### src/rtl/tc_timer_if.sv
// tc_timer_if: CPU M-stage system bus port carrying address, store data,
// write enable and the combinational load data returned by the slave.
interface tc_timer_if;
    localparam int unsigned DW = 32;

    logic [DW-1:0] addr;
    logic          we;
    logic [DW-1:0] wdata;
    logic [DW-1:0] rdata;

    modport master (output addr, output we, output wdata, input rdata);
    modport slave  (input addr, input we, input wdata, output rdata);
endinterface

### src/rtl/tc_timer.sv
// tc_timer: memory-mapped countdown timer (CTRL/PRESET/COUNT) with masked IRQ.
// Optional feature macro TC_AUTORELOAD_EN: MODE=01 selects auto-reload, else every MODE is one-shot.
module tc_timer #(
    parameter logic [31:0] BASE = 32'h0000_7F00
) (
    input  logic      clk,
    input  logic      reset,
    tc_timer_if.slave bus,
    output logic      irq
);
    localparam int unsigned DW     = 32;
    localparam int unsigned IDX_W  = 2;
    localparam int unsigned CTRL_W = 4;

    localparam logic [IDX_W-1:0] REG_CTRL   = IDX_W'(0);
    localparam logic [IDX_W-1:0] REG_PRESET = IDX_W'(1);
    localparam logic [IDX_W-1:0] REG_COUNT  = IDX_W'(2);

    typedef enum logic [1:0] {
        S_IDLE = 2'd0,
        S_LOAD = 2'd1,
        S_CNT  = 2'd2,
        S_INT  = 2'd3
    } state_t;

    state_t           r_state;
    state_t           w_state_nxt;
    logic             r_en;
    logic [1:0]       r_mode;
    logic             r_im;
    logic             r_irqf;
    logic [DW-1:0]    r_preset;
    logic [DW-1:0]    r_count;
    logic [DW-1:0]    w_count_nxt;
    logic             w_int_set;
    logic             w_en_clr;
    logic             w_auto;
    logic             w_sel;
    logic [IDX_W-1:0] w_idx;
    logic             w_wr_ctrl;
    logic             w_wr_preset;
    logic             w_unused_addr;

    // Address decode over the 16-byte window; byte offset bits are ignored.
    assign w_sel         = (bus.addr[31:4] == BASE[31:4]);
    assign w_idx         = bus.addr[3:2];
    assign w_wr_ctrl     = w_sel && bus.we && (w_idx == REG_CTRL);
    assign w_wr_preset   = w_sel && bus.we && (w_idx == REG_PRESET);
    assign w_unused_addr = ^bus.addr[1:0];

`ifdef TC_AUTORELOAD_EN
    assign w_auto = (r_mode == 2'b01);
`else
    assign w_auto = 1'b0;
`endif

    always_ff @(posedge clk or negedge reset) begin
        if (!reset) r_state <= S_IDLE;
        else        r_state <= w_state_nxt;
    end

    // Next state, counter update and interrupt events.
    always_comb begin
        w_state_nxt = r_state;
        w_count_nxt = r_count;
        w_int_set   = 1'b0;
        w_en_clr    = 1'b0;
        case (r_state)
            S_IDLE: begin
                if (r_en) w_state_nxt = S_LOAD;
            end
            S_LOAD: begin
                w_count_nxt = r_preset;
                w_state_nxt = S_CNT;
            end
            S_CNT: begin
                if (!r_en)                w_state_nxt = S_IDLE;
                else if (r_count == '0)   w_state_nxt = S_INT;
                else                      w_count_nxt = r_count - DW'(1);
            end
            S_INT: begin
                w_int_set   = 1'b1;
                w_en_clr    = !w_auto;
                w_state_nxt = S_IDLE;
            end
            default: w_state_nxt = S_IDLE;
        endcase
    end

    // CPU writes win over the one-shot EN clear; an INT set wins over the write clear.
    always_ff @(posedge clk or negedge reset) begin
        if (!reset) begin
            r_en     <= 1'b0;
            r_mode   <= 2'b00;
            r_im     <= 1'b0;
            r_irqf   <= 1'b0;
            r_preset <= '0;
            r_count  <= '0;
        end else begin
            r_count <= w_count_nxt;
            if (w_wr_ctrl) begin
                r_en   <= bus.wdata[0];
                r_mode <= bus.wdata[2:1];
                r_im   <= bus.wdata[3];
            end else if (w_en_clr) begin
                r_en <= 1'b0;
            end
            if (w_wr_preset) r_preset <= bus.wdata;
            if (w_int_set)                       r_irqf <= 1'b1;
            else if (w_wr_ctrl || w_wr_preset)   r_irqf <= 1'b0;
            else if (w_auto)                     r_irqf <= 1'b0;
        end
    end

    always_comb begin
        bus.rdata = '0;
        if (w_sel) begin
            case (w_idx)
                REG_CTRL:   bus.rdata = {{(DW-CTRL_W){1'b0}}, r_im, r_mode, r_en};
                REG_PRESET: bus.rdata = r_preset;
                REG_COUNT:  bus.rdata = r_count;
                default:    bus.rdata = '0;
            endcase
        end
    end

    assign irq = r_irqf & r_im;
endmodule

### src/flat_wrapper.sv
// flat-port wrapper written by rule: the top's interface ports become plain ports
module tc_timer_flat 
#(
    parameter logic [31:0] BASE = 32'h0000_7F00
)
  (clk, reset, irq, bus_addr, bus_we, bus_wdata, bus_rdata);
  tc_timer_if bus_i ();
  input  logic clk;
  input  logic reset;
  output logic irq;
  input wire logic [$bits(bus_i.addr)-1:0] bus_addr;
  input wire logic [$bits(bus_i.we)-1:0] bus_we;
  input wire logic [$bits(bus_i.wdata)-1:0] bus_wdata;
  output wire logic [$bits(bus_i.rdata)-1:0] bus_rdata;
  assign bus_i.addr = bus_addr;
  assign bus_i.we = bus_we;
  assign bus_i.wdata = bus_wdata;
  assign bus_rdata = bus_i.rdata;
  tc_timer #(.BASE(BASE)) u_core (.clk(clk), .reset(reset), .bus(bus_i), .irq(irq));
endmodule
### config.mk
export PLATFORM = sky130hd
export DESIGN_NAME = tc_timer_flat
export DESIGN_NICKNAME = d
export VERILOG_FILES = /design/src/rtl/tc_timer_if.sv /design/src/rtl/tc_timer.sv /design/src/flat_wrapper.sv
export SDC_FILE = /design/constraint.sdc
export NUM_CORES = 1
export LEC_CHECK = 0
export ABC_AREA = 1
export BUFFER_PORTS_ARGS = -buffer_cell sky130_fd_sc_hd__buf_2
export CAP_MARGIN = 5
export CORE_MARGIN = 4
export CORE_UTILIZATION = 40
export CTS_BUF_LIST = sky130_fd_sc_hd__clkbuf_4 sky130_fd_sc_hd__clkbuf_8
export CTS_CLUSTER_DIAMETER = 150
export DETAILED_ROUTE_END_ITERATION = 12
export PLACE_DENSITY_LB_ADDON = 0.3
export SYNTH_ARGS = -nofsm -noshare
export SYNTH_HDL_FRONTEND = slang
export SYNTH_SLANG_ARGS = --single-unit
### constraint.sdc
create_clock -name clk -period 2.35 [get_ports clk]
set_clock_uncertainty 0.1 [all_clocks]
set_input_delay 0.47 -clock clk [delete_from_list [all_inputs] [get_ports clk]]
set_output_delay 0.47 -clock clk [all_outputs]
set_load 0.05 [all_outputs]
==> flow_summary.ini <==
[cts]
cts.sinks = 71
cts.hold.buffers_added = 0
cts_tree = yes
htreeDepth = 3
clock_path_buffers = 2
clk_pin_slew_ns = 0.08
cts_buffers = 9
clk_latency_ns = 0.35
cts-root-buf = clkbuf_8

[synthesis]
syn_inst = 749
synth_area_um2 = 4800
yosys_warnings = 0
synthArstFlopShare_pct = 100
synth-seq-cells = 71
synth_nets = 821
ys_types = 33
ys_seq_area_share_pct = 37.0
synth.avg_cell_area_um2 = 6.41
synthFlopType = dfrtp_1
synth_edf_count = 0

[sta]
final.min_clock_period_ns = 2.24
maxSlewViolCount = 0
worst_pin_slew_ns = 0.468
maxSlewHeadroom_pct = 68.8
finalSetupViolCount = 0
finalHoldViolCount = 0
rsz0062_at_grt = true
period_share_pct = 95.2
fmax_ghz = 0.447

[final_layout]
postLayoutCellArea_um2 = 5830
mostFrequentLayoutCell = nand2_1
drive_gt1_share_pct = 21.6
antennaDiodeCount = 0
nets = 916
final_cell_mix = nand2_1, nor2_1, inv_1
synthToLayoutAreaGrowth_pct = 21.4

[floorplan]
core_area_um2 = 11600
rows = 39
start_util_pct = 41.5
die_x_um = 118
io_pins = 100
die_h_um = 118
die_area_um2 = 13800

[power_and_ir_drop]
powerDensity_nw_per_um2 = 407
peakVddDrop_v = 0.000195
total_power_uw = 2370
leakagePower_uw = 0.00306

[global_routing]
grt_overflow = 0
grt_max_degree = 72
groute.usage.overall_pct = 19.0
antenna_found_initial = 0
grt_first_pass_wirelength_mm = 21.8
grt_pass1_vias = 4500

[setup_path]
worst_setup_path_start_kind = input pin
cp.required_ns = 1.78
worstSetupPathType = input pin to primary output
crit_arrival_ns = 1.67
path_max_fanout = 21
critPathCaptureType = primary output

[placement]
gp_routability_congestion = 0.930
io_buffers = 97
placed_area_um2 = 5500
dp.final_hpwl_mm = 9.44

[detailed_routing]
via_per_inst = 4.83
first_iter_violations = 304
route.detailed.drc = 0
wirelength_mm = 13.0
detail-route-antenna-nets = 0
num_vias = 4791
dr.pass1.iters = 4
post_drt_wl_per_cell_um = 13.1

[min_path]
hp-class = input pin to asynchronous set/reset pin

[flow_run]
cap_violations = 0

[run_status]
status = finished clean
[critical path, stage by stage]
cell      delay, ns
buf_2          0.10
nor2_1         0.08
and2_0         0.12
nand3b_1       0.09
nor2_2         0.15
inv_1          0.09
buf_12         0.17
a21oi_1        0.12
buf_2          0.28
[where the power goes]
group | switching [uW] | internal (uW)
clock | 465 | 538
sequential | 0.293 | 1220
combinational | 85.6 | 60.6
total | 550 | 1820
[final timing paths]
kind	slack (ns)	endpoint	from	depth (start not counted)
setup reg to reg	0.25	u_core.r_count[1]	u_core.r_count[0]	11
hold reg to reg	0.39	u_core.r_mode[1]	u_core.r_mode[1]	2
setup / recovery	0.11	bus_rdata[25]	bus_addr[17]	9
min in group clk	0.24	u_core.r_preset[8]	bus_wdata[8]	3
max in group asynchronous	1.79	u_core.r_count[26]	reset	2
hold / removal	0.03	u_core.r_en	reset	2
[registers in the layout (all words and copies together) (netlist names)]
| register | cells |
|---|---|
| u_core.r_count | 32 |
| u_core.r_preset | 32 |
| u_core.r_mode | 2 |
| u_core.r_state | 2 |
| u_core.r_en | 1 |
| u_core.r_im | 1 |
| u_core.r_irqf | 1 |
[cell families (layout without fill, tap and decap cells)]
logic type	count (synthesis)	count (layout)	synth area share (%)
AO/OA/AOI/OAI	107	107	12.9
AND/OR/NAND/NOR	453	453	38.8
XOR/XNOR	1	1	0.183
buffers and inverters	112	212	9.78
flip-flops	71	71	37.0
adder cells (fa/ha/maj)	5	5	1.30
[cell usage after synthesis, types with 3 or more instances]
cell type / number / share of area, %
a21oi_1: 30 / 3.1
buf_2: 4 / 0.42
buf_4: 3 / 0.47
buf_6: 4 / 0.94
clkbuf_1: 18 / 1.4
dfrtp_1: 71 / 37
ha_1: 5 / 1.3
inv_1: 80 / 6.3
nand2_1: 292 / 23
nand2_2: 13 / 1.7
nand3_1: 42 / 4.4
nand4_1: 6 / 0.78
nor2_1: 87 / 6.8
nor2_2: 4 / 0.52
o21ai_0: 30 / 3.1
o21ai_1: 21 / 2.2
o21ai_2: 15 / 2.7
o21bai_1: 5 / 0.78
[stage by stage]
| step | hold WS (ns) | std cells | utilization, % | worst slack (ns) | TNS [ns] |
|---|---|---|---|---|---|
| finish | 0.0318 | 992 | 50.4 | 0.114 | 0 |
| global route | 0.0669 | 992 | 50.4 | -0.0231 | -0.184 |
| CTS | 0.0489 | 991 | 49.4 | 0.00776 | 0 |
| detailed placement | 0.379 | 975 | 47.5 | -0.0839 | -0.699 |
| global placement | 0.374 | 975 | 47.5 | -0.0849 | -0.761 |
| floorplan | 0.0744 | 749 | - | -0.185 | -5.59 |
[metal layers]
| layer | global-route usage [%] | vias to the layer above | wire length [um] |
|---|---|---|---|
| li1 | - | 2532 | - |
| met1 | 27.0 | 2133 | 6160 |
| met2 | 30.3 | 112 | 5920 |
| met3 | 2.11 | 14 | 700 |
| met4 | 6.30 | 0 | 189 |
| met5 | 0 | - | 0 |
[layout make-up]
class | count | area, um^2
multi-input cells | 566 | 2620
flip-flops and latches | 71 | 1780
clock inverters | 4 | 45.0
fillers | 1209 | 5740
repair buffers | 114 | 746
well taps | 143 | 179
clock buffers | 12 | 153
inverters | 82 | 313
[repair_timing]
action | in CTS | in global routing
cloned | 0 | 0
resized for setup | 8 | 50
buffers inserted | 0 | 1
hold endpoints to repair | 0 | 0
setup endpoints to repair | 19 | 39
pin swaps | 0 | 1
No activity file was read; power rests on OpenSTA's default activity.
